File: config.mk
export PLATFORM = sky130hd
export DESIGN_NAME = serial_adder
export DESIGN_NICKNAME = d
export VERILOG_FILES = /design/src/rtl/serial_adder.sv
export SDC_FILE = /design/constraint.sdc
export NUM_CORES = 1
export LEC_CHECK = 0
export ABC_CLOCK_PERIOD_IN_PS = 1450
export CAP_MARGIN = 40
export CELL_PAD_IN_SITES_DETAIL_PLACEMENT = 1
export CELL_PAD_IN_SITES_GLOBAL_PLACEMENT = 1
export CORE_ASPECT_RATIO = 1.4
export CORE_MARGIN = 2
export CORE_UTILIZATION = 41
export DETAILED_ROUTE_END_ITERATION = 16
export PLACE_DENSITY_LB_ADDON = 0.1
export SETUP_SLACK_MARGIN = 0.3
export SYNTH_ARGS = -nofsm -noshare
export SYNTH_HDL_FRONTEND = slang
export SYNTH_SLANG_ARGS = --single-unit
File: constraint.sdc
create_clock -name CLK -period 1.45 [get_ports CLK]
set_clock_uncertainty 0.1 [all_clocks]
set_input_delay 0.435 -clock CLK [delete_from_list [all_inputs] [get_ports CLK]]
set_output_delay 0.435 -clock CLK [all_outputs]
set_load 0.02 [all_outputs]
File: src/rtl/serial_adder.sv
// serial_adder: bit-serial unsigned adder.
// Samples two WIDTH-bit operands, adds them LSB-first through one full adder
// and a carry flip-flop, then presents the registered (WIDTH+1)-bit sum.
// Runs continuously: each operation is one LOAD edge, WIDTH ADD edges and one
// DONE edge, so a new result appears every WIDTH+2 clocks.
// Optional build macro SERIAL_ADDER_DONE_EN adds a one-cycle 'done' output
// that is high in the cycle after each DONE edge, coincident with sum updating.
// WIDTH must be at least 2.

module serial_adder #(
    parameter int WIDTH = 4
) (
    input  logic             CLK,
    input  logic             reset_n,
    input  logic [WIDTH-1:0] x,
    input  logic [WIDTH-1:0] y,
`ifdef SERIAL_ADDER_DONE_EN
    output logic             done,
`endif
    output logic [WIDTH:0]   sum
);

    localparam int CNT_W = $clog2(WIDTH) + 1;

    typedef enum logic [1:0] {
        LOAD = 2'b00,
        ADD  = 2'b01,
        DONE = 2'b10
    } state_t;

    state_t             r_state;
    state_t             w_nextState;

    logic [WIDTH-1:0]   r_aSr;
    logic [WIDTH-1:0]   r_bSr;
    logic [WIDTH-1:0]   r_resSr;
    logic               r_carry;
    logic [CNT_W-1:0]   r_cnt;
    logic [WIDTH:0]     r_sum;

    logic               w_aBit;
    logic               w_bBit;
    logic               w_sumBit;
    logic               w_carryNext;
    logic               w_lastBit;

    // The single full adder works on the current LSBs of the operand shifters.
    assign w_aBit      = r_aSr[0];
    assign w_bBit      = r_bSr[0];
    assign w_sumBit    = w_aBit ^ w_bBit ^ r_carry;
    assign w_carryNext = (w_aBit & w_bBit) | (w_aBit & r_carry) | (w_bBit & r_carry);
    assign w_lastBit   = (r_cnt == CNT_W'(WIDTH - 1));

    // State register; reset and any recovery always restart at LOAD.
    always_ff @(posedge CLK or negedge reset_n) begin
        if (!reset_n) begin
            r_state <= LOAD;
        end else begin
            r_state <= w_nextState;
        end
    end

    // Sequencing: one load edge, WIDTH add edges, one result edge; unused codes fall back to LOAD.
    always_comb begin
        w_nextState = LOAD;
        case (r_state)
            LOAD:    w_nextState = ADD;
            ADD:     w_nextState = w_lastBit ? DONE : ADD;
            DONE:    w_nextState = LOAD;
            default: w_nextState = LOAD;
        endcase
    end

    // Operand shifters capture x/y only at LOAD, then shift right with zero fill while adding.
    always_ff @(posedge CLK or negedge reset_n) begin
        if (!reset_n) begin
            r_aSr <= '0;
            r_bSr <= '0;
        end else if (r_state == LOAD) begin
            r_aSr <= x;
            r_bSr <= y;
        end else if (r_state == ADD) begin
            r_aSr <= r_aSr >> 1;
            r_bSr <= r_bSr >> 1;
        end
    end

    // Carry is cleared for each new operation and then follows the full-adder majority.
    always_ff @(posedge CLK or negedge reset_n) begin
        if (!reset_n) begin
            r_carry <= 1'b0;
        end else if (r_state == LOAD) begin
            r_carry <= 1'b0;
        end else if (r_state == ADD) begin
            r_carry <= w_carryNext;
        end
    end

    // Sum bits enter at the MSB so after WIDTH shifts the LSB sits at bit 0.
    always_ff @(posedge CLK or negedge reset_n) begin
        if (!reset_n) begin
            r_resSr <= '0;
        end else if (r_state == ADD) begin
            r_resSr <= {w_sumBit, r_resSr[WIDTH-1:1]};
        end
    end

    // Bit counter decides when the last operand bit has been consumed.
    always_ff @(posedge CLK or negedge reset_n) begin
        if (!reset_n) begin
            r_cnt <= '0;
        end else if (r_state == LOAD) begin
            r_cnt <= '0;
        end else if (r_state == ADD) begin
            r_cnt <= r_cnt + 1'b1;
        end
    end

    // Output register only changes on DONE, so sum never glitches or sees x/y directly.
    always_ff @(posedge CLK or negedge reset_n) begin
        if (!reset_n) begin
            r_sum <= '0;
        end else if (r_state == DONE) begin
            r_sum <= {r_carry, r_resSr};
        end
    end

    assign sum = r_sum;

`ifdef SERIAL_ADDER_DONE_EN
    logic r_done;

    // Completion strobe is high exactly in the cycle that follows a DONE edge.
    always_ff @(posedge CLK or negedge reset_n) begin
        if (!reset_n) begin
            r_done <= 1'b0;
        end else begin
            r_done <= (r_state == DONE);
        end
    end

    assign done = r_done;
`endif

endmodule

After elaboration in Yosys (flattened, before gate mapping)
Cells that the tools add are included.
{ "totals": {"ff_bits": 23, "inputBits": 10, "output_inout_bits": 5, "wordCells": 30} }
{ "classes": {"add_sub_neg": 1, "eq_ne": 3, "mux": 10, "bitwise": 7, "reduce_logical": 2} }
{ "ops": {"columns": ["op", "n"], "rows": [
  ["$mux 4", 4],
  ["$mux 3", 2],
  ["$pmux 2 s2", 1],
  ["$add 3x1->3 const B", 1],
  ["$and 1x1->1", 3],
  ["$eq 3x2->1 const B", 1],
  ["$eq 2x1->1 const B", 1],
  ["$eq 2x2->1 const B", 1],
  ["$logic_not 2->1", 1],
  ["$mux 1", 2],
  ["$mux 2", 1],
  ["$or 1x1->1", 2],
  ["$reduce_bool 2->1", 1],
  ["$xor 1x1->1", 2]
]} }

Logic depth before layout (Yosys ltp)
{ "depth": {"depth_word": 5, "mapped_depth": 4, "mapped_depth_nobuf": 4} }

Worst setup path after synthesis
Ideal clock, no wire load.
{ "synth_path": {"path_type": "flip-flop to flip-flop", "start": "reg r_state[0]", "end": "reg r_resSr[0]", "setup_time_ns": 0.125, "arrival_time_ns": 0.983, "t_required_ns": 1.225, "path_slack_ns": 0.242, "path_stages_with_launch": 5, "path_buffers": 2, "synth_period_minus_slack_ns": 1.208, "cell_sequence": "dfrtp_1 -> buf_6 -> nand2b_1 -> buf_6 -> mux2_4"} }
{ "synth_between": {"elab_chain_cells": 1} }
{ "synth_lines": {"columns": ["element", "line_no", "source"], "rows": [
  ["start: declaration", "31", "state_t r_state;"],
  ["start signal: assignment", "59", "r_state <= w_nextState;"],
  ["$eq 2x1->1", "103", "end else if (r_state == ADD) begin"],
  ["end signal: assignment", "104", "r_resSr <= {w_sumBit, r_resSr[WIDTH-1:1]};"],
  ["end: declaration", "36", "logic [WIDTH-1:0] r_resSr;"]
]} }
No other way between the ends.
A chain may end at the register's enable or synchronous reset.

Worst setup path after layout
{ "layout_path": {"start": "reg r_sum[0], in the netlist sum[0]", "end": "out sum[0]"} }
{ "layout_lines": {"columns": ["element", "line_no", "source"], "rows": [
  ["start: declaration", "39", "logic [WIDTH:0] r_sum;"],
  ["start signal: assignment", "124", "r_sum <= {r_carry, r_resSr};"],
  ["end: declaration", "20", "output logic [WIDTH:0] sum"]
]} }
No word-level cell between the ends.

==> summary.md <==
| Metric | Value |
|---|---|
| RSZ-0062 raised after global routing | `yes` |
| Clock power share | `a little under a quarter` |
| Switching Fraction | `23.7%` |
| Share of layout cells above drive strength 1 | `35.9%` |
| WL met2 | `878 µm` |
| Worst path top cell family by delay | `flip-flops` |
| Yosys top cell area share | `58.3%` |
| Worst Path Max Fanout | `2` |
| I/O Pins | `15` |
| Critical path, cell by cell | `buf_6` |
| Worst-Margin Slew | `116 ps` |
| Post-synthesis sequential area ratio | `58.3%` |
| Die area | `roughly 2800 µm²` |
| Comb power frac | `15.7%` |
| Place WS | `-28.4 ps` |
| WL final | `roughly 1.7 mm` |
| Average routed wire per standard cell | `13.6 µm` |
| Metal-1 WL | `773 µm` |
| I/O Buffers | `14` |
| Antenna cell count | `0` |
| Count leader, synth | `dfrtp_1` |
| Worst path slowest cell | `dfrtp_1` |
| EDFF count, synth | `0` |
| Startpoint Class | `register` |
| Synth-to-Final Area Change | `31.6%` |
| Top_reg_cell synth | `dfrtp_1` |
| Synthesized Nets | `between 90 and 100` |
| Crit path setup slack, layout | `between 60 and 70 ps` |
| Sequential fraction of design power | `60.4%` |
| Clk sinks | `23` |
| Detailed-route via count | `between 600 and 700` |
| Synthesis warning total | `0` |
| Internal power | `slightly above 0.9 mW` |
| Fin. max-slew vios | `0` |
| Avg Vias per Cell | `approximately 5` |
| Synth area leaders | `dfrtp_1 58%, mux2i_1 7.1%, mux2_2 5.7%` |
| Clk buf depth | `2` |
| Critical path buffers and inverters | `1` |
| Post-route insts no fill | `126` |
| Area leader, netlist | `dfrtp_1` |
| Hold Fails Final Rpt | `0` |
| Number of global-route vias before repair | `642` |
| Hold Crit Class | `in2async` |
| Drt initial violations | `14` |
| Final GP Congestion | `0.601` |
| Final worst path period need | `1380 ps` |
| Initial antenna violation count | `0` |
| IR drop worst, VDD | `0.421 mV` |
| Crit path capture type | `output pin` |
| Rows | `21` |
| Final setup fails | `0` |
| P_leak | `about 0.63 nW` |
| Die height | `62.1 µm` |
| Final period utilization | `95.3%` |
| Fmax | `723 MHz` |
| Worst-path clk slew | `120 ps` |
| Post-Syn Instances | `just under 80` |
| Async SR Flop Fraction | `100%` |
| Top routing layer in use | `met4` |
| Sw Pwr | `0.284 mW` |
| DP Wirelength | `1.17 mm` |
| TritonRoute pass-1 iters | `2` |
| Root Driver | `clkbuf_4` |
| Clock Latency Late Sink | `300 ps` |
| PD cells | `925 nW/µm²` |
| Post-Syn Area per Cell | `12.5 µm²` |
| Core box area | `about 2300 µm²` |
| Outcome | `finished, final reports clean` |
| First-pass GRT wire length | `2.83 mm` |
| Flops & latches, synth | `23` |
| Yosys cell types | `17` |
| Mapped Area | `between 900 and 1000 µm²` |
| Met3 wire len | `between 50 and 60 µm` |
| H-tree level count | `1` |
| Net count, final | `117` |
| Initial Util | `a little over two fifths` |
| CP max stage delay | `410 ps` |
| Worst Path Class, Setup | `reg2out` |
| Max Cap Violations | `0` |
| WP data arrival | `850 ps` |
| Clock tree from TritonCTS | `yes` |
| Placed cell count | `116` |
| Die width | `45.5 µm` |
| GRT Residual Overflow | `0` |
| Drt drc | `0` |
| Largest net degree at the start of global routing | `24` |
| CP Data Required Time | `approximately 900 ps` |
| Synth top cells by count | `23 x dfrtp_1, 10 x nand2_1, 10 x o21ai_0, 7 x inv_1, 7 x mux2i_1` |
| Relative slew slack | `92.0%` |
| Number of routed nets with antenna violations | `0` |
| CTS buffer count | `3` |
| Tot GR Track Use | `between 10% and 20%` |
cells in the final DEF, fill, tap and decap left out, drive strengths merged, types with 4 or more instances in the layout:
cell type,instances
buf,15
clkbuf,4
clkdlybuf4s50,9
dfrtp,23
inv,7
mux2,8
mux2i,7
nand2,10
o21ai,10
path summary, 6_finish.rpt:
kind | start | to | slack, ps | cells after the start
worst max-delay path | sum[0]$_DFFE_PN0N_ | sum[0] | 70 | 1
worst min-delay path | reset_n | r_cnt[2]$_DFFE_PN0P_ | 370 | 2
worst max register to register | r_aSr[0]$_DFFE_PN0P_ | r_resSr[3]$_DFFE_PN0P_ | 220 | 3
worst min register to register | r_aSr[2]$_DFFE_PN0P_ | r_aSr[2]$_DFFE_PN0P_ | 410 | 2
max in group asynchronous | reset_n | r_state[1]$_DFF_PN0_ | 730 | 2
min in group CLK | r_aSr[2]$_DFFE_PN0P_ | r_aSr[2]$_DFFE_PN0P_ | 410 | 2
per-stage QoR:
step                hold WS, ps  TNS, ps  util (%)  total power [mW]  area [µm²]
floorplan                  39.4        0         -             0.803         995
global placement            365        0      50.2             0.894        1170
detailed placement          377    -38.2      50.2             0.903        1170
CTS                         355        0      53.0              1.21        1240
global route                338        0      55.5              1.28        1300
finish                      367        0      55.5              1.20        1300
cell type report:
type | count | area [µm²]
Tap cell | 23 | 28.8
Multi-Input combinational cell | 45 | 398
Sequential cell | 23 | 578
Timing Repair Buffer | 24 | 241
Clock buffer | 4 | 26.3
Inverter | 7 | 26.3
Fill cell | 247 | 1040
metal layers:
metal,vias to the layer above,track usage [%]
met3,2,3.47
met1,305,15.1
met4,0,6.30
met5,-,0
li1,307,-
met2,12,25.4
state kept, by name (all words and copies together), names as in the netlist:
| register | count |
|---|---|
| sum | 5 |
| r_aSr | 4 |
| r_bSr | 4 |
| r_resSr | 4 |
| r_cnt | 3 |
| r_state | 2 |
| r_carry | 1 |
cells by family (layout without fill, tap and decap cells):
family	after synthesis	after routing	share of synthesized area, %
flip-flops	23	23	58.3
multiplexers	15	15	17.4
AND/OR/NAND/NOR	14	14	6.59
AO/OA/AOI/OAI	13	13	7.35
buffers and inverters	11	35	5.83
adder cells (fa/ha/maj)	3	3	4.56
power by group through the flow:
| stage | combinational (mW) | clock (mW) | sequential [mW] |
|---|---|---|---|
| floorplan | 0.0525 | 0 | 0.750 |
| global placement | 0.166 | 0 | 0.728 |
| detailed placement | 0.170 | 0 | 0.733 |
| CTS | 0.177 | 0.308 | 0.726 |
| global route | 0.206 | 0.342 | 0.732 |
| finish | 0.188 | 0.287 | 0.726 |
what timing repair did:
action                     4_1_cts  5_1_grt
setup buffers                    3        3
setup endpoints to repair       19       23
hold buffers                     0        0
resized for setup               36       14
gates cloned                     0        0
pin swaps                        2        2
Power figures use the tool's default switching activity.
